$ cat src/rtl/mmio_bus_ctrl.sv
// Memory-mapped bus controller: routes CPU data accesses to NSLV windowed slaves
// through a registered request/ready handshake with a response watchdog.
module mmio_bus_ctrl #(
  parameter int unsigned NSLV = 3,
  parameter int unsigned AW   = 64,
  parameter int unsigned DW   = 64,
  parameter logic [NSLV*AW-1:0] SLV_BASE = {64'hA000_0048, 64'hA000_03F8, 64'h8000_0000},
  parameter logic [NSLV*AW-1:0] SLV_MASK = {~64'h7, ~64'h7, ~64'h7FF_FFFF},
  parameter int unsigned TIMEOUT = 255,
  parameter int unsigned ECW  = 16
) (
  input  logic               clk,
  input  logic               rstn,
  input  logic               acs_en,
  input  logic               acs_wr,
  input  logic [DW/8-1:0]    acs_bytes,
  input  logic [AW-1:0]      acs_addr,
  input  logic [DW-1:0]      acs_wdata,
  output logic [DW-1:0]      acs_rdata,
  output logic               acs_ready,
  output logic               acs_error,
  output logic [NSLV-1:0]    slv_cen,
  output logic               slv_wr,
  output logic [DW/8-1:0]    slv_strb,
  output logic [AW-1:0]      slv_addr,
  output logic [DW-1:0]      slv_wdata,
  input  logic [NSLV*DW-1:0] slv_rdata,
  input  logic [NSLV-1:0]    slv_ready,
  input  logic [NSLV-1:0]    slv_error,
  output logic [ECW-1:0]     err_count
);

  localparam int unsigned SW = DW / 8;
  localparam int unsigned IW = (NSLV > 1) ? $clog2(NSLV) : 1;
  localparam int unsigned CW = (TIMEOUT > 0) ? $clog2(TIMEOUT + 1) : 1;

  typedef enum logic [1:0] {
    ST_IDLE = 2'd0,
    ST_WAIT = 2'd1,
    ST_RESP = 2'd2
  } state_e;

  state_e          state_q;
  logic [IW-1:0]   sel_q;
  logic [CW-1:0]   wait_cnt_q;
  logic [DW-1:0]   acs_rdata_q;
  logic            acs_ready_q;
  logic            acs_error_q;
  logic [NSLV-1:0] slv_cen_q;
  logic            slv_wr_q;
  logic [SW-1:0]   slv_strb_q;
  logic [AW-1:0]   slv_addr_q;
  logic [DW-1:0]   slv_wdata_q;
  logic [ECW-1:0]  err_count_q;

  logic            hit_c;
  logic [IW-1:0]   hit_idx_c;
  logic [AW-1:0]   hit_off_c;
  logic            sel_ready_c;
  logic            sel_error_c;
  logic [DW-1:0]   sel_rdata_c;
  logic            timeout_c;

  // Address decode; the first matching window in ascending index order wins.
  always_comb begin
    hit_c     = 1'b0;
    hit_idx_c = '0;
    hit_off_c = '0;
    for (int unsigned i = 0; i < NSLV; i++) begin
      if (!hit_c && ((acs_addr & SLV_MASK[i*AW +: AW]) == SLV_BASE[i*AW +: AW])) begin
        hit_c     = 1'b1;
        hit_idx_c = IW'(i);
        hit_off_c = acs_addr & ~SLV_MASK[i*AW +: AW];
      end
    end
  end

  assign sel_ready_c = slv_ready[sel_q];
  assign sel_error_c = slv_error[sel_q];
  assign sel_rdata_c = slv_rdata[32'(sel_q)*DW +: DW];
  assign timeout_c   = (TIMEOUT != 0) && (wait_cnt_q == CW'(TIMEOUT - 1));

  always_ff @(posedge clk) begin
    if (!rstn) begin
      state_q     <= ST_IDLE;
      sel_q       <= '0;
      wait_cnt_q  <= '0;
      acs_rdata_q <= '0;
      acs_ready_q <= 1'b0;
      acs_error_q <= 1'b0;
      slv_cen_q   <= '0;
      slv_wr_q    <= 1'b0;
      slv_strb_q  <= '0;
      slv_addr_q  <= '0;
      slv_wdata_q <= '0;
      err_count_q <= '0;
    end else begin
      acs_ready_q <= 1'b0;
      case (state_q)
        ST_IDLE: begin
          if (acs_en) begin
            if (hit_c) begin
              sel_q       <= hit_idx_c;
              slv_cen_q   <= NSLV'(1) << hit_idx_c;
              slv_wr_q    <= acs_wr;
              slv_strb_q  <= acs_bytes;
              slv_addr_q  <= hit_off_c;
              slv_wdata_q <= acs_wdata;
              wait_cnt_q  <= '0;
              state_q     <= ST_WAIT;
            end else begin
              acs_ready_q <= 1'b1;
              acs_error_q <= 1'b1;
              acs_rdata_q <= '0;
              state_q     <= ST_RESP;
            end
          end
        end
        ST_WAIT: begin
          wait_cnt_q <= wait_cnt_q + CW'(1);
          // A slave completing on the watchdog's last cycle still counts as a response.
          if (sel_ready_c) begin
            slv_cen_q   <= '0;
            acs_ready_q <= 1'b1;
            acs_error_q <= sel_error_c;
            acs_rdata_q <= slv_wr_q ? '0 : sel_rdata_c;
            state_q     <= ST_RESP;
          end else if (timeout_c) begin
            slv_cen_q   <= '0;
            acs_ready_q <= 1'b1;
            acs_error_q <= 1'b1;
            acs_rdata_q <= '0;
            state_q     <= ST_RESP;
          end
        end
        ST_RESP: begin
          if (acs_error_q && !(&err_count_q)) begin
            err_count_q <= err_count_q + ECW'(1);
          end
          state_q <= ST_IDLE;
        end
        default: state_q <= ST_IDLE;
      endcase
    end
  end

  assign acs_rdata = acs_rdata_q;
  assign acs_ready = acs_ready_q;
  assign acs_error = acs_error_q;
  assign slv_cen   = slv_cen_q;
  assign slv_wr    = slv_wr_q;
  assign slv_strb  = slv_strb_q;
  assign slv_addr  = slv_addr_q;
  assign slv_wdata = slv_wdata_q;
  assign err_count = err_count_q;

endmodule
$ cat config.mk
export PLATFORM = sky130hd
export DESIGN_NAME = mmio_bus_ctrl
export DESIGN_NICKNAME = d
export VERILOG_FILES = /design/src/rtl/mmio_bus_ctrl.sv
export SDC_FILE = /design/constraint.sdc
export NUM_CORES = 1
export LEC_CHECK = 0
export CORE_AREA = 2 2 220 222
export DETAILED_ROUTE_END_ITERATION = 10
export DIE_AREA = 0 0 222 224
export PLACE_DENSITY = 0.56
export SLEW_MARGIN = 20
export SYNTH_ARGS = -nofsm -noshare
export SYNTH_HDL_FRONTEND = slang
export SYNTH_SLANG_ARGS = --single-unit
$ cat constraint.sdc
create_clock -name clk -period 2.2 [get_ports clk]
set_input_delay 0.33 -clock clk [delete_from_list [all_inputs] [get_ports clk]]
set_output_delay 0.33 -clock clk [all_outputs]
set_load 0.1 [all_outputs]
==> flow_summary_export.csv, run 1 <==
group,metric,value,unit
detailed_routing,drc,0,
yosys,syn_area,0.00886,mm^2
global_routing,met3_usage,6.07,%
timing,worstMarginPinSlew,0.740,ns
setup_path,critPathRequiredTime,2.61,ns
setup_path,start_kind,"primary input",
setup_path,r2r-start,"sel_q[0]",
yosys,synth_top_area_cell,"dfxtp_1",
flow_run,cap_viol_max_count,0,
timing,setup-violations-final,0,
setup_path,path_depth,9,
power_and_ir_drop,powerDensity,513,mW/mm^2
yosys,ys_warn_count,0,
cells_and_area,finalNonFillerCells,2193,
run_status,run_status,"finished clean",
global_routing,first_global_vias,9071,
timing,fin_crit,2.13,ns
setup_path,cp_slowest_cell,"clkdlybuf4s50_1",
setup_path,worst-setup-path-type,"primary input to register",
yosys,ys_ff_latch,197,
timing,fin_skew,0.0118,ns
global_routing,grtUsageMet2,21.5,%
clock_network,cts_tree,"yes",
yosys,yosys-top-cells-area,"dfxtp_1 45%, nand2_1 7.8%, mux2i_1 7.6%",
clock_network,cts_sinks,197,
timing,fmax,469,MHz
place,dp_cells,2149,
setup_path,worst_path_dominant_cell_family,"buffers and inverters",
clock_network,clk_latency,0.48,ns
clock_network,root_buffer,"clkbuf_16",
setup_path,cpMostUsedCell,"buf_4",
yosys,synth_enable_flop_cells,0,
setup_path,r2r_slack,0.17,ns
clock_network,ctsHtreeMaxLevel,4,
clock_network,clockBufferDepth,2,
timing,hold-worst-slack,0.160,ns
die,die_h,224,um
place,pre_cts_ws,-0.634,ns
power_and_ir_drop,pwr-share-seq,45.9,%
die,std_cell_rows,80,
global_routing,overflow,0,
yosys,synth_cell_types,52,
setup_path,critPathBufInv,3,
yosys,avgSynthCellArea,8.42,um^2
place,gp_congestion,0.788,
die,design.die.area,0.0497,mm^2
setup_path,slowest_delay,0.54,ns
worst_hold_path,min_path_cells,3,
setup_path,ff2ff_path_depth,8,
global_routing,grt_antenna_before_repair,3,
place,io_buffers,522,
timing,final_hold_viol_count,0,
cells_and_area,layout.nets,1908,
cells_and_area,finish.utilization,32.0,%
timing,worst_slack,0.0668,ns
setup_path,cp-startpoint,"acs_addr[5]",
worst_hold_path,hp-class,"primary input to register",
detailed_routing,wl_per_cell,16.4,um
yosys,async_reset_ff_share,0,%
timing,slew_headroom,50.7,%
yosys,netlist_instances,1052,
die,initial_utilization,18.7,%
global_routing,grt_use_met1,15.2,%
detailed_routing,wirelength,36000,um
power_and_ir_drop,irDropWorstVdd,404,uV
setup_path,worstPathArrival,2.54,ns
detailed_routing,ant_nets,0,
timing,finalMaxSlewViolations,0,
global_routing,grt_pass1_wl,51000,um
setup_path,path_cells,"clkdlybuf4s50_1, and3_1, nand3_2, a2111oi_4, buf_4, buf_4, o211ai_2, or4_4, a21oi_2",
yosys,ys.flop_type,"dfxtp_1",
yosys,synth.most_common_cell,"dfxtp_1",
power_and_ir_drop,combPwrFrac,15.9,%
power_and_ir_drop,p_leak,5.73,nW
cells_and_area,nFillCells,5033,
detailed_routing,drtIter0Drc,396,
cells_and_area,multiInputGateArea,0.00445,mm^2
yosys,yosysTopAreaCellShare,44.5,%
setup_path,cp_max_fo,3,
global_routing,busiest_layer,"met2",
die,die_w,222,um
place,place_area,0.0143,mm^2
setup_path,rr_endpoint,"acs_rdata[17]",
power_and_ir_drop,p_sw,2.08,mW
cells_and_area,design_area,0.0152,mm^2
power_and_ir_drop,power_switching_share,26.7,%
power_and_ir_drop,p_clk_share,38.2,%
power_and_ir_drop,p_int,5.71,mW
global_routing,grt.total_usage,13.2,%
timing,post-route-period-util,97.0,%
setup_path,crit_end,"sel_q[0]",
yosys,seq_area_frac_synth,44.5,%
global_routing,grt_max_degree,120,
detailed_routing,drt-pass1-iter-count,4,
cells_and_area,final_layout_size_suffix_gt1_share,19.5,%
cells_and_area,regArea,0.00397,mm^2
cells_and_area,syn2layout_area_growth,71.2,%
cells_and_area,antennaDiodeCount,0,
detailed_routing,vias_per_cell,4.31,
clock_network,clk_transition_reported_paths,0.07,ns
detailed_routing,num_vias,9443,
die,pin_count,560,
die,coreArea,0.0473,mm^2
clock_network,numCtsBuffers,17,
yosys,synth_commonest_cells,"197 x dfxtp_1, 183 x nand2_1, 109 x nand3_1, 109 x o21ai_0, 67 x mux2i_1",
place,dp_hpwl,25400,um
setup_path,critical_path.endpoint_type,"register",
[cells in the final DEF (no fill, tap or decap), types with 5 or more instances in the layout]
| cell type | n |
|---|---|
| inv_1 | 7 |
| nor4_1 | 8 |
| clkbuf_16 | 22 |
| buf_4 | 225 |
| xnor2_1 | 9 |
| a21oi_1 | 13 |
| nand2_1 | 183 |
| inv_6 | 5 |
| nor2_1 | 25 |
| dlymetal6s2s_1 | 6 |
| o21ai_1 | 68 |
| clkdlybuf4s50_1 | 330 |
| buf_12 | 10 |
| nor3_1 | 7 |
| mux2i_1 | 67 |
| a22o_1 | 64 |
| conb_1 | 37 |
| dfxtp_2 | 16 |
| o21ai_0 | 107 |
| nand3_1 | 108 |
| dfxtp_1 | 180 |
| nand4_1 | 5 |
[worst register-to-register path, stage by stage, from the launching register on]
cell and delay, ns:
dfxtp_4 0.41, mux2i_1 0.24, o2bb2ai_1 0.13, a41oi_2 0.26
o21a_1 0.17, a21boi_4 0.20, buf_12 0.15, clkbuf_16 0.23
a22o_1 0.18
[power groups by stage]
stage | registers, mW | logic, mW | clock network [mW]
after floorplan | 3.68 | 0.525 | 0
after global placement | 3.65 | 1.21 | 0
after detailed placement | 3.65 | 1.21 | 0
after CTS | 3.57 | 1.21 | 3.13
after global routing | 3.57 | 1.31 | 3.25
final | 3.57 | 1.24 | 2.98
[logic make-up after synthesis]
family | after synthesis | share of synthesized area (%)
xor+xnor | 13 | 1.28
compound gates | 279 | 19.6
buf+inv | 126 | 7.95
fa+ha+maj | 3 | 0.424
mux | 67 | 7.57
flops | 197 | 44.5
other cells | 1 | 0.0423
simple gates | 366 | 18.6
[flip-flops by register name, indices dropped and copies added (netlist names), 2 cells and up]
name / count
acs_rdata: 64
slv_wdata: 64
slv_addr: 27
err_count: 16
slv_strb: 8
wait_cnt_q: 8
slv_cen: 3
sel_q: 2
state_q: 2
[per-layer routing]
metal,routed length (um),part of all wire (%),up-vias
li1,-,-,4665
met1,15100,42,4354
met2,17000,47,385
met3,3330,9.2,35
met4,513,1.4,4
met5,29,0.081,-
[what timing repair did]
item                       in CTS  in global routing
setup endpoints to repair     133                167
pin swaps                       0                  8
resized for setup               2                 28
hold buffers                    0                  0
gates cloned                    0                  8
buffers inserted                0                  6
[cell type report]
type                       count  share of cell area [%]
clock buffer                  21                    3.03
clock inverter                 9                   0.462
inverter                       7                   0.173
multi-input combinational    765                    29.3
sequential                   197                    26.2
tap                          615                    5.07
timing repair buffer         579                    35.8
[stage by stage]
stage	power, mW	setup TNS (ns)
2_1_floorplan	4.20	0
3_3_place_gp	4.86	-101.21
3_5_place_dp	4.86	-99.21
4_1_cts	7.92	0
5_1_grt	8.13	-0.00363
6_report	7.79	0
[how the worst min path moves through the flow]
| stage | slack (ns) | start | endpoint |
|---|---|---|---|
| global route | 0.15 | acs_addr[14] | slv_addr[14] |
| global placement | 0.44 | slv_wdata[57] | slv_wdata[57] |
| finish | 0.16 | acs_addr[14] | slv_addr[14] |
| floorplan | 0.43 | wait_cnt_q[7] | wait_cnt_q[7] |
| CTS | 0.19 | rstn | acs_error |
| detailed placement | 0.45 | slv_wdata[47] | slv_wdata[47] |
Power figures use the tool's default switching activity.
==> run 2, diff against run 1 <==
==> constraint.sdc (replaced) <==
create_clock -name clk -period 2.2 [get_ports clk]
set_input_delay 0.44 -clock clk [delete_from_list [all_inputs] [get_ports clk]]
set_output_delay 0.44 -clock clk [all_outputs]
set_load 0.1 [all_outputs]
==> run 2 against run 1 <==
  * Clock-buffer cell count shrank 3
  * Core utilization grew 0.92 points
  * Maximum frequency shrank 2.0%
  * Global-route usage grew 0.69 points
  * Cell area grew 2.9%
  * Sequential share of layout area shrank 0.73 points
  * Worst setup slack lost 0.044 ns
  * Sequential power is essentially flat
  * Die area is the same
  * Worst hold slack gained 0.077 ns
  * Clock skew grew 0.0041 ns
  * Largest power group unchanged
==> flow_summary_export.csv, run 2 (synthesized netlist as in run 1, its figures left out) <==
group,metric,value,unit
run_status,run_status,"finished clean",
cells_and_area,design_area,0.0156,mm^2
timing,final_hold_viol_count,0,
power_and_ir_drop,powerDensity,526,mW/mm^2
setup_path,r2r_slack,0.17,ns
timing,fin_crit,2.18,ns
setup_path,crit_end,"slv_addr[24]",
setup_path,worstPathArrival,2.59,ns
die,coreArea,0.0473,mm^2
cells_and_area,final_layout_size_suffix_gt1_share,21.5,%
clock_network,clockBufferDepth,2,
setup_path,critPathBufInv,4,
timing,hold-worst-slack,0.237,ns
timing,fin_skew,0.0159,ns
power_and_ir_drop,p_sw,2.16,mW
power_and_ir_drop,p_int,6.05,mW
global_routing,grt_max_degree,96,
setup_path,start_kind,"primary input",
cells_and_area,syn2layout_area_growth,76.1,%
global_routing,overflow,0,
clock_network,numCtsBuffers,17,
detailed_routing,wl_per_cell,16.7,um
detailed_routing,ant_nets,0,
power_and_ir_drop,combPwrFrac,15.5,%
global_routing,grt_antenna_before_repair,5,
setup_path,cp-startpoint,"acs_addr[61]",
global_routing,first_global_vias,9323,
setup_path,critical_path.endpoint_type,"register",
setup_path,slowest_delay,0.43,ns
setup_path,worst-setup-path-type,"primary input to register",
die,pin_count,560,
setup_path,r2r-start,"sel_q[0]",
timing,worstMarginPinSlew,0.750,ns
clock_network,clk_latency,0.48,ns
power_and_ir_drop,p_leak,6.04,nW
detailed_routing,drtIter0Drc,335,
setup_path,ff2ff_path_depth,9,
detailed_routing,drt-pass1-iter-count,4,
power_and_ir_drop,p_clk_share,41.0,%
place,dp_hpwl,25400,um
setup_path,worst_path_dominant_cell_family,"simple AND/OR/NAND/NOR gates",
place,gp_congestion,0.777,
power_and_ir_drop,pwr-share-seq,43.5,%
cells_and_area,final_cell_mix,"305 x clkdlybuf4s50_1, 236 x buf_4, 183 x nand2_1",
detailed_routing,drc,0,
place,place_area,0.0143,mm^2
worst_hold_path,hp-class,"primary input to register",
clock_network,root_buffer,"clkbuf_16",
die,design.die.area,0.0497,mm^2
setup_path,critPathRequiredTime,2.61,ns
cells_and_area,layout_commonest_cell,"clkdlybuf4s50_1",
setup_path,cp_slowest_cell,"clkdlybuf4s50_1",
power_and_ir_drop,power_switching_share,26.3,%
detailed_routing,wirelength,37100,um
place,io_buffers,522,
die,die_w,222,um
clock_network,ctsHtreeMaxLevel,4,
clock_network,cts_tree,"yes",
clock_network,cts_sinks,197,
timing,finalMaxSlewViolations,0,
setup_path,rr_endpoint,"acs_rdata[38]",
cells_and_area,layout.nets,1927,
timing,post-route-period-util,99.0,%
die,std_cell_rows,80,
timing,setup-violations-final,0,
timing,fmax,459,MHz
flow_run,cap_viol_max_count,0,
detailed_routing,vias_per_cell,4.32,
global_routing,grt.total_usage,13.8,%
setup_path,cp_max_fo,6,
die,initial_utilization,18.7,%
timing,slew_headroom,50.0,%
detailed_routing,num_vias,9577,
die,die_h,224,um
place,pre_cts_ws,-0.742,ns
timing,worst_slack,0.0228,ns
setup_path,path_cells,"clkdlybuf4s50_1, nor4_2, nand4_1, buf_4, or3_4, nor3_4, buf_12, clkbuf_16, nand2_1, o21ai_0",
setup_path,path_depth,10,
global_routing,grt_pass1_wl,53200,um
clock_network,clk_transition_reported_paths,0.07,ns
power_and_ir_drop,irDropWorstVdd,404,uV
[run 2: cell types whose count changed in the layout (fill, tap and decap cells not counted), sizes merged, moves of 2 or more]
cell / change
buf: +19
bufinv: +3
clkdlybuf4s50: -25
diode: +2
dlygate4sd2: +9
dlymetal6s2s: +13
[run 2: worst register-to-register path, delay by kind of cell (launching register included)]
family                 cells  cell delay [ns]
AO/OA/AOI/OAI              5             0.93
flip-flops                 1             0.40
buffers and inverters      3             0.40
multiplexers               1             0.24
[run 2: power by group through the flow]
stage	Combinational, mW	Clock (mW)	Sequential, mW
CTS	1.29	3.54	3.57
floorplan	0.525	0	3.68
finish	1.27	3.37	3.57
global placement	1.21	0	3.65
global route	1.34	3.62	3.57
detailed placement	1.21	0	3.65
[run 2: worst min-delay path by stage]
stage | startpoint | to | slack [ns] | cells past startpoint
global route | acs_addr[26] | slv_addr[26] | 0.23 | 3
floorplan | wait_cnt_q[7] | wait_cnt_q[7] | 0.43 | 1
detailed placement | slv_wdata[36] | slv_wdata[36] | 0.45 | 2
finish | acs_addr[26] | slv_addr[26] | 0.24 | 3
CTS | acs_addr[14] | slv_addr[14] | 0.31 | 3
global placement | slv_wdata[35] | slv_wdata[35] | 0.44 | 2
[run 2: area by class of cell]
class                      instances  area (um^2)
multi-input combinational        765         4540
fill                            4940        31700
clock inverter                    13          169
antenna                            2         5.00
sequential                       197         3970
tap                              615          769
clock buffer                      18          439
timing repair buffer             598         5700
inverter                           7         26.3
[run 2: stage by stage]
| stage | util, % | total power [mW] | setup TNS (ns) | instances |
|---|---|---|---|---|
| 2_1_floorplan | - | 4.20 | 0 | 1088 |
| 3_3_place_gp | 30.2 | 4.86 | -122.65 | 2151 |
| 3_5_place_dp | 30.2 | 4.86 | -121.89 | 2151 |
| 4_1_cts | 32.3 | 8.40 | 0 | 2200 |
| 5_1_grt | 33.0 | 8.54 | -0.0351 | 2214 |
| 6_report | 33.0 | 8.21 | 0 | 2215 |
[run 2: repair_timing]
action	4_1_cts	5_1_grt
cloned	6	7
hold buffers	0	0
gates resized for setup	32	61
buffers inserted	12	9
endpoints found under the setup margin	166	181
pin swaps	9	24
[run 2: layer usage]
layer | wire, um | vias up | part of all wire, % | GRT usage [%]
met5 | 31 | - | 0.084 | 0
met4 | 697 | 4 | 1.9 | 4.97
met3 | 3090 | 36 | 8.3 | 5.48
met2 | 17700 | 391 | 48 | 22.9
met1 | 15600 | 4428 | 42 | 16.2
li1 | - | 4718 | - | -
==> run 3, diff against run 2 <==
--- a/config.mk
+++ b/config.mk
@@ -8,7 +8,9 @@
 export CORE_AREA = 2 2 220 222
 export DETAILED_ROUTE_END_ITERATION = 10
 export DIE_AREA = 0 0 222 224
+export GPL_TIMING_DRIVEN = 0
 export PLACE_DENSITY = 0.56
+export RECOVER_POWER = 100
 export SLEW_MARGIN = 20
 export SYNTH_ARGS = -nofsm -noshare
 export SYNTH_HDL_FRONTEND = slang
==> run 3 against run 2 <==
  * Combinational power rose by 4%
  * Worst hold slack got worse by 0.038 ns
  * Register-to-register slack got worse by 0.04 ns
  * Cell count is 3.0% higher
  * Non-clock buffer count grew 66
  * Core utilization is 1.1 points higher
  * Clock-buffer cell count up 4
  * Clock skew decreased by 0.0031 ns
  * Wire length up 7.5%
  * Cell area grew 3.3%
  * Via count rose by 2.8%
  * Maximum frequency grew 0.46%
  * Critical endpoint is now acs_rdata[56]
  * Largest power group unchanged
  * Highest routed layer unchanged
==> flow_summary_export.csv, run 3 (synthesized netlist as in run 1, its figures left out) <==
group,metric,value,unit
run_status,run_status,"finished clean",
global_routing,overflow,0,
detailed_routing,top_layer_used,"met5",
setup_path,critPathBufInv,4,
timing,setup-violations-final,0,
cells_and_area,nFillCells,4995,
cells_and_area,regArea,0.00396,mm^2
timing,post-route-period-util,98.5,%
place,gp_congestion,0.857,
cells_and_area,layout_commonest_cell,"clkdlybuf4s50_1",
setup_path,worst_path_dominant_cell_family,"buffers and inverters",
detailed_routing,wl_met2,19600,um
global_routing,first_global_vias,10004,
setup_path,critPathRequiredTime,2.62,ns
die,std_cell_rows,80,
setup_path,slowest_delay,0.46,ns
global_routing,grt_antenna_before_repair,4,
detailed_routing,wirelength,39800,um
cells_and_area,final_cell_mix,"311 x clkdlybuf4s50_1, 188 x dfxtp_1, 182 x nand2_1",
setup_path,worstPathArrival,2.59,ns
timing,fin_crit,2.17,ns
setup_path,start_kind,"primary input",
place,pre_cts_ws,-1.19,ns
global_routing,grt_pass1_wl,59200,um
die,pin_count,560,
setup_path,cp_slowest_cell,"clkdlybuf4s50_1",
timing,worst_slack,0.0328,ns
detailed_routing,wl_per_cell,17.5,um
setup_path,cp_max_fo,7,
worst_hold_path,hp-class,"primary input to register",
clock_network,clockBufferDepth,2,
detailed_routing,wl_met1,15400,um
clock_network,postCtsHoldBufs,0,
die,design.die.area,0.0497,mm^2
cells_and_area,design_area,0.0161,mm^2
setup_path,critical_path.endpoint_type,"register",
detailed_routing,drtIter0Drc,339,
die,initial_utilization,18.7,%
place,dp_hpwl,31600,um
timing,slew_headroom,30.7,%
clock_network,numCtsBuffers,17,
place,io_buffers,521,
power_and_ir_drop,irDropWorstVdd,486,uV
detailed_routing,wl_met3,4090,um
timing,fin_skew,0.0128,ns
cells_and_area,final_layout_size_suffix_gt1_share,12.7,%
global_routing,grt.total_usage,15.6,%
die,die_w,222,um
timing,worstMarginPinSlew,1.04,ns
cells_and_area,syn2layout_area_growth,81.9,%
clock_network,clk_latency,0.48,ns
die,coreArea,0.0473,mm^2
clock_network,clk_transition_reported_paths,0.07,ns
clock_network,ctsHtreeMaxLevel,4,
flow_run,cap_viol_max_count,0,
setup_path,path_cells,"clkdlybuf4s50_1, nor4_2, nand4_1, nor3_4, buf_6, o21ai_4, a21boi_4, buf_12, clkbuf_16, a22o_1",
timing,finalMaxSlewViolations,0,
detailed_routing,num_vias,9841,
detailed_routing,ant_nets,0,
timing,final_hold_viol_count,0,
place,place_area,0.0150,mm^2
detailed_routing,drt-pass1-iter-count,5,
power_and_ir_drop,p_leak,6.34,nW
cells_and_area,layout.nets,1993,
power_and_ir_drop,p_total,8.16,mW
die,die_h,224,um
cells_and_area,multiInputGateArea,0.00454,mm^2
global_routing,grt_max_degree,17,
clock_network,cts_sinks,197,
clock_network,cts_tree,"yes",
power_and_ir_drop,powerDensity,506,mW/mm^2
clock_network,root_buffer,"clkbuf_16",
detailed_routing,vias_per_cell,4.31,
timing,fmax,461,MHz
detailed_routing,drc,0,
setup_path,worst-setup-path-type,"primary input to register",
run 3: cell types whose count changed in the layout (fill, tap and decap cells not counted), moves of 23 or more:
cell	previous run	this run
buf_4	236	51
clkbuf_2	2	28
clkdlybuf4s15_2	0	23
clkdlybuf4s15_1	1	55
clkbuf_1	0	33
dlygate4sd2_1	9	104
run 3: per-stage QoR:
| stage | TNS (ns) | util, % | hold WS, ns | instances |
|---|---|---|---|---|
| 3_5_place_dp | -177.40 | 31.7 | 0.450 | 2224 |
| 4_1_cts | 0 | 33.3 | 0.295 | 2269 |
| 3_3_place_gp | -173.55 | 31.7 | 0.443 | 2224 |
| 6_report | 0 | 34.1 | 0.199 | 2282 |
| 2_1_floorplan | 0 | - | 0.431 | 1088 |
| 5_1_grt | -1.02 | 34.0 | 0.187 | 2281 |
run 3: final timing paths:
path                     start       endpoint  slack [ns]  depth (start not counted)
setup / recovery  acs_addr[27]  acs_rdata[56]        0.03                         10
setup reg to reg      sel_q[0]  acs_rdata[56]        0.13                          8
hold reg to reg   slv_wdata[8]   slv_wdata[8]        0.45                          2
hold / removal    acs_addr[11]   slv_addr[11]        0.20                          3
run 3: layout make-up:
type	count	area share, %
Timing Repair Buffer	546	33.5
Multi-Input combinational cell	765	28.2
Sequential cell	197	24.5
Buffer	118	5.11
Tap cell	615	4.77
Clock buffer	22	2.94
Clock inverter	10	0.761
Inverter	7	0.163
Antenna cell	2	0.0310
run 3: repair_timing:
item                                    CTS  global route
endpoints found under the setup margin  358           208
endpoints found under the hold margin     0             0
pin swaps                                11            20
setup buffers                            11             7
gates cloned                              3             5
resized for setup                       312           149
run 3: report_power, final:
group / switching [mW] / internal, mW
clock: 1.50 / 1.77
combinational: 0.642 / 0.679
sequential: 0.00541 / 3.57
run 3: per-layer routing:
metal,track usage (%),up-vias
met5,0,-
met4,5.67,2
met3,7.21,41
met2,27.4,422
met1,16.5,4520
li1,-,4856
run 3: worst reg2reg max path: cells and delay by family, from the launching register on:
kind	cells	cell delay, ns
flops	1	0.39
buf+inv	2	0.39
compound gates	5	0.98
mux	1	0.25
==> patch 1, RTL diff (flow settings as in run 2) <==
The 3 states of `state_e` get a one-hot encoding in 3 bits.
--- a/src/rtl/mmio_bus_ctrl.sv
+++ b/src/rtl/mmio_bus_ctrl.sv
@@ -34,10 +34,10 @@
   localparam int unsigned IW = (NSLV > 1) ? $clog2(NSLV) : 1;
   localparam int unsigned CW = (TIMEOUT > 0) ? $clog2(TIMEOUT + 1) : 1;
 
-  typedef enum logic [1:0] {
-    ST_IDLE = 2'd0,
-    ST_WAIT = 2'd1,
-    ST_RESP = 2'd2
+  typedef enum logic [2:0] {
+    ST_IDLE = 3'b001,
+    ST_WAIT = 3'b010,
+    ST_RESP = 3'b100
   } state_e;
 
   state_e          state_q;
Behaviour: no difference found for any inputs over 4 cycles, from zero or initial values and one cycle with rstn low; so few cycles prove little.
==> patch 1 against run 2 <==
The run now ends with negative setup slack left. Routed wire length up 13%. Sequential cell count up 1. Total power up 0.82%. Area after synthesis up 2.9%. Clock power down 2%. Register-to-register slack worse by 0.03 ns. Non-clock buffer count up 38. Final area up 4.7%. Setup slack worse by 0.035 ns.
==> patch 1: results (changes against run 2) <==
status finished with violations; failing checks negative setup slack; Clk Tree Root Cell clkbuf_16; DR vias 10560 (+10%); flop-to-flop setup slack 0.14 ns (-0.03 ns); dpl hpwl 29280 µm (+15%); clk_skew 0.01317 ns (-0.002757 ns); max-slew violations 0 (unchanged); most frequent cells after synthesis dfxtp_1 (198), a21oi_1 (157), nand3_1 (152); CP max stage delay 0.64 ns (+0.21 ns); Peak VDD IR 0.3848 mV (-4.9%); Clk Latency, worst-skew pair ~0.47 ns; Clk pin slew, worst setup/hold paths 0.07 ns (about the same); ys flop type dfxtp_1; drt first pass iters 5 (+1); number of global-route vias before repair 10350 (+11%); pin count of the biggest net entering global routing 104 (+8.3%); Max clock buf depth 2 (unchanged); Syn. warnings 0 (unchanged); sequential area share after synthesis 43.48% (-1.0 points); Worst Path Arrival 2.53 ns (-0.06 ns); Area contributors post-synth dfxtp_1 (43%), a21oi_1 (8.6%), nand3_1 (8.3%); first-pass GRT wire length 60000 µm (+13%); Yosys cell types 49 (-5.8%); initial antenna violation count 1 (-4); ys async rst share 0% (unchanged); routability cong. 0.8212 (+5.7%); worst hold path depth 3 (unchanged); total CTS buffers 17 (unchanged); DR iter-0 viols 513 (+53%); share of layout cells above drive strength 1 23.72% (+2.2 points); H-tree levels 4 (unchanged); final-stage net count 1993 (+3.4%); r2r startpoint sel_q[0]; Fin Hold WS 0.3405 ns (+0.1036 ns); Hold EP slv_addr[8]; wire per inst 18.40 µm (+10%); Fillers 4972 (+0.65%); HP Class input port to register; worst-case reg-to-reg path depth 6 (-3); crit path max fanout 7 (+1); Worst Slack Setup Final -0.01194 ns (-0.03472 ns); GRT Util Overall 15.41% (+1.6 points); Worst-Margin Slew 0.7217 ns (-0.02804 ns); P_leak 6.210 nW (+2.8%); Final setup viols 2 (+2); I/O Buffers 522 (unchanged); Slowest cell on crit path or4_4; Worst R2R End acs_rdata[27]; hold path start acs_addr[8]
[patch 1: area by class of cell]
cell class                      count  area [µm²]  share of cell area, %
Sequential cell                   198        4013                  24.54
Inverter                            7       26.28                 0.1607
Multi-Input combinational cell    792        4835                  29.57
Clock buffer                       18       429.2                  2.625
Clock inverter                     14       163.9                  1.003
Antenna cell                        1       2.502                0.01531
Tap cell                          615       769.5                  4.707
Timing Repair Buffer              636        6111                  37.38
[patch 1: stage by stage]
step                      util (%)  cell area [µm²]  setup WS, ns  setup TNS [ns]  instances
after floorplan                  -             9348      -0.09516          -6.039       1139
after global routing         34.53            16350      -0.02708         -0.1655       2281
after global placement       31.82            15060       -0.6618         -102.98       2224
final                        34.53            16350      -0.01194        -0.01711       2281
after CTS                    33.32            15780      -0.05215         -0.6513       2260
after detailed placement     31.82            15060       -0.6697         -106.02       2224
[patch 1: what timing repair did]
item / 4_1_cts / 5_1_grt
endpoints found under the setup margin: 177 / 164
pin swaps: 5 / 20
resized for setup: 20 / 83
setup buffers: 2 / 9
hold buffers: 0 / 0
cloned: 2 / 11
[patch 1: worst max path at each step]
stage,startpoint,to,cells after the start
floorplan,acs_addr[4],acs_rdata[24],7
global placement,acs_addr[4],slv_cen[0],7
detailed placement,acs_addr[39],slv_addr[0],7
CTS,acs_addr[4],slv_wdata[9],9
global route,acs_addr[45],wait_cnt_q[2],8
finish,acs_addr[31],wait_cnt_q[2],8
[patch 1: layer usage]
layer / GRT usage [%] / vias up / wire length (µm)
met5: 0 / - / 0
met3: 5.679 / 40 / 3302
met4: 3.727 / 0 / 665
met1: 17.83 / 5026 / 17010
li1: - / 5090 / -
met2: 26.93 / 406 / 21010
[patch 1: power by group]
part,switching (W),internal [W],total [W],leakage [nW]
Sequential,0.00000401,0.00357,0.00358,1.61
Combinational,0.000700,0.000714,0.00141,4.32
Clock,0.00158,0.00171,0.00329,0.286
[patch 1: critical path: cells and delay by family]
family,cells,cell delay (ns)
simple gates,3,1.05
buf+inv,3,0.83
compound gates,2,0.20
[patch 1: cells by family after synthesis]
logic type      share of synthesized area, %
simple gates                           17.07
fa+ha+maj                             0.4118
flops                                  43.48
buf+inv                                7.823
xor+xnor                              0.5764
compound gates                         23.10
other cells                          0.04114
mux                                    7.494
==> patch 2, RTL diff (config.mk and constraints of run 2) <==
Made on the original files. Change the parameter `ECW` from 16 to 32.
--- a/src/rtl/mmio_bus_ctrl.sv
+++ b/src/rtl/mmio_bus_ctrl.sv
@@ -7,7 +7,7 @@
   parameter logic [NSLV*AW-1:0] SLV_BASE = {64'hA000_0048, 64'hA000_03F8, 64'h8000_0000},
   parameter logic [NSLV*AW-1:0] SLV_MASK = {~64'h7, ~64'h7, ~64'h7FF_FFFF},
   parameter int unsigned TIMEOUT = 255,
-  parameter int unsigned ECW  = 16
+  parameter int unsigned ECW  = 32
 ) (
   input  logic               clk,
   input  logic               rstn,
Interface: changed (resized err_count); port bits go from 560 to 576. No check against the original RTL was run, so the function may have changed too.
==> patch 2 against run 2 <==
Area after synthesis is 17% higher. Synthesized cell count is 18% higher. First-iteration DRC count is 23% higher. Total power is 14% higher. Setup slack better by 0.046 ns. Final area is 13% higher. Sequential cell count is 16 higher. Routed wire length is 16% higher. Critical endpoint is now slv_wdata[59]. Largest cell class unchanged.
==> patch 2: results (changes against run 2) <==
GRT Util Overall 16.19% (+2.3 points); drt first pass iters 5 (+1); Cell Area, Placed 16400 µm² (+15%); met1 Use GR 18.98% (+2.8 points); sequential area share after synthesis 41.13% (-3.4 points); internal power 0.006916 W (+14%); Clk Latency, worst-skew pair 0.57 ns (+0.09 ns); P_leak 6.718 nW (+11%); family with the most delay on the worst path buffers and inverters; Clk pin slew, worst setup/hold paths about 0.060 ns; share of layout cells above drive strength 1 21.94% (+0.41 points); HP Class input port to register; ys flop type dfxtp_1; Mapped Cells 1243 (+18%); met3 wire len 2696 µm (-13%); Vias/cell 4.542 (+5.0%); crit path max fanout 8 (+2); most frequent cells after synthesis nand2_1 (238), dfxtp_1 (213), mux2i_1 (172); Peak VDD IR 0.4067 mV (+0.55%); dpl hpwl 32070 µm (+26%); initial antenna violation count 1 (-4); Worst-Margin Slew 0.7385 ns (-0.01126 ns); status completed; routability cong. 0.8181 (+5.3%); Max clock buf depth 3 (+1); number of global-route vias before repair 11030 (+18%); wire per inst 17.54 µm (+4.9%); I/O Buffers 538 (+3.1%); Routed met2 length 21890 µm (+24%); Routed met1 length 17400 µm (+12%); total CTS buffers 26 (+9); WL final 42850 µm (+16%); Placed Cells 2382 (+11%); clk_skew 0.03005 ns (+0.01412 ns); number of diodes 0 (-2); routing usage on met2 29.53% (+6.6 points); DR iter-0 viols 413 (+23%); first-pass GRT wire length 63660 µm (+20%); pin count of the biggest net entering global routing 129 (+34%); H-tree levels 1 (-3); met3 usage 3.778% (-1.7 points); Area contributors post-synth dfxtp_1 (41%), mux2i_1 (17%), nand2_1 (8.6%); CP max stage delay 0.40 ns (-0.03 ns); Yosys cell types 56 (+7.7%); Worst Path Arrival 2.60 ns (about the same); final-stage net count 2152 (+12%); pre-CTS setup slack -0.9041 ns (-0.1622 ns)
[patch 2: cell count changes after synthesis, sizes merged, moves of 48 or more]
cell,delta
nand2,+55
o22ai,+64
o21ai,-157
nor2,+48
mux2i,+105
a22o,-64
a21oi,+72
[patch 2: timing repair]
action                     in CTS  in global routing
pin swaps                       6                 10
gates resized for setup        28                 21
setup endpoints to repair     165                116
cloned                          5                  1
buffers inserted                5                  5
[patch 2: final timing paths]
| kind | start | end | slack [ns] | depth (start not counted) |
|---|---|---|---|---|
| worst max-delay path | acs_addr[39] | slv_wdata[59] | 0.07 | 11 |
| worst min-delay path | acs_addr[14] | slv_addr[14] | 0.13 | 3 |
| worst max register to register | err_count[12] | err_count[30] | 0.13 | 6 |
| worst min register to register | slv_wdata[10] | slv_wdata[10] | 0.46 | 2 |
[patch 2: cells by family (layout without fill, tap and decap cells)]
family	after synthesis	in the layout	synth area share (%)
compound gates	214	214	12.54
xor+xnor	5	5	0.4225
fa+ha+maj	3	3	0.3621
buf+inv	146	695	7.338
flops	213	213	41.13
mux	172	172	16.61
other cells	1	37	0.03618
simple gates	489	489	21.56
[patch 2: cell type report]
class	count	area, µm²
Timing Repair Buffer	637	6007
Multi-Input combinational cell	920	5604
Clock buffer	38	768.2
Clock inverter	7	61.31
Tap cell	615	769.5
Inverter	13	48.80
Sequential cell	213	4365
Fill cell	4882	29720
[patch 2: power groups by stage]
stage / logic (W) / clock network, W / registers [W]
after floorplan: 0.000573 / 0 / 0.00395
after global placement: 0.00130 / 0 / 0.00392
after detailed placement: 0.00130 / 0 / 0.00392
after CTS: 0.00131 / 0.00439 / 0.00384
after global routing: 0.00138 / 0.00455 / 0.00384
final: 0.00131 / 0.00421 / 0.00384
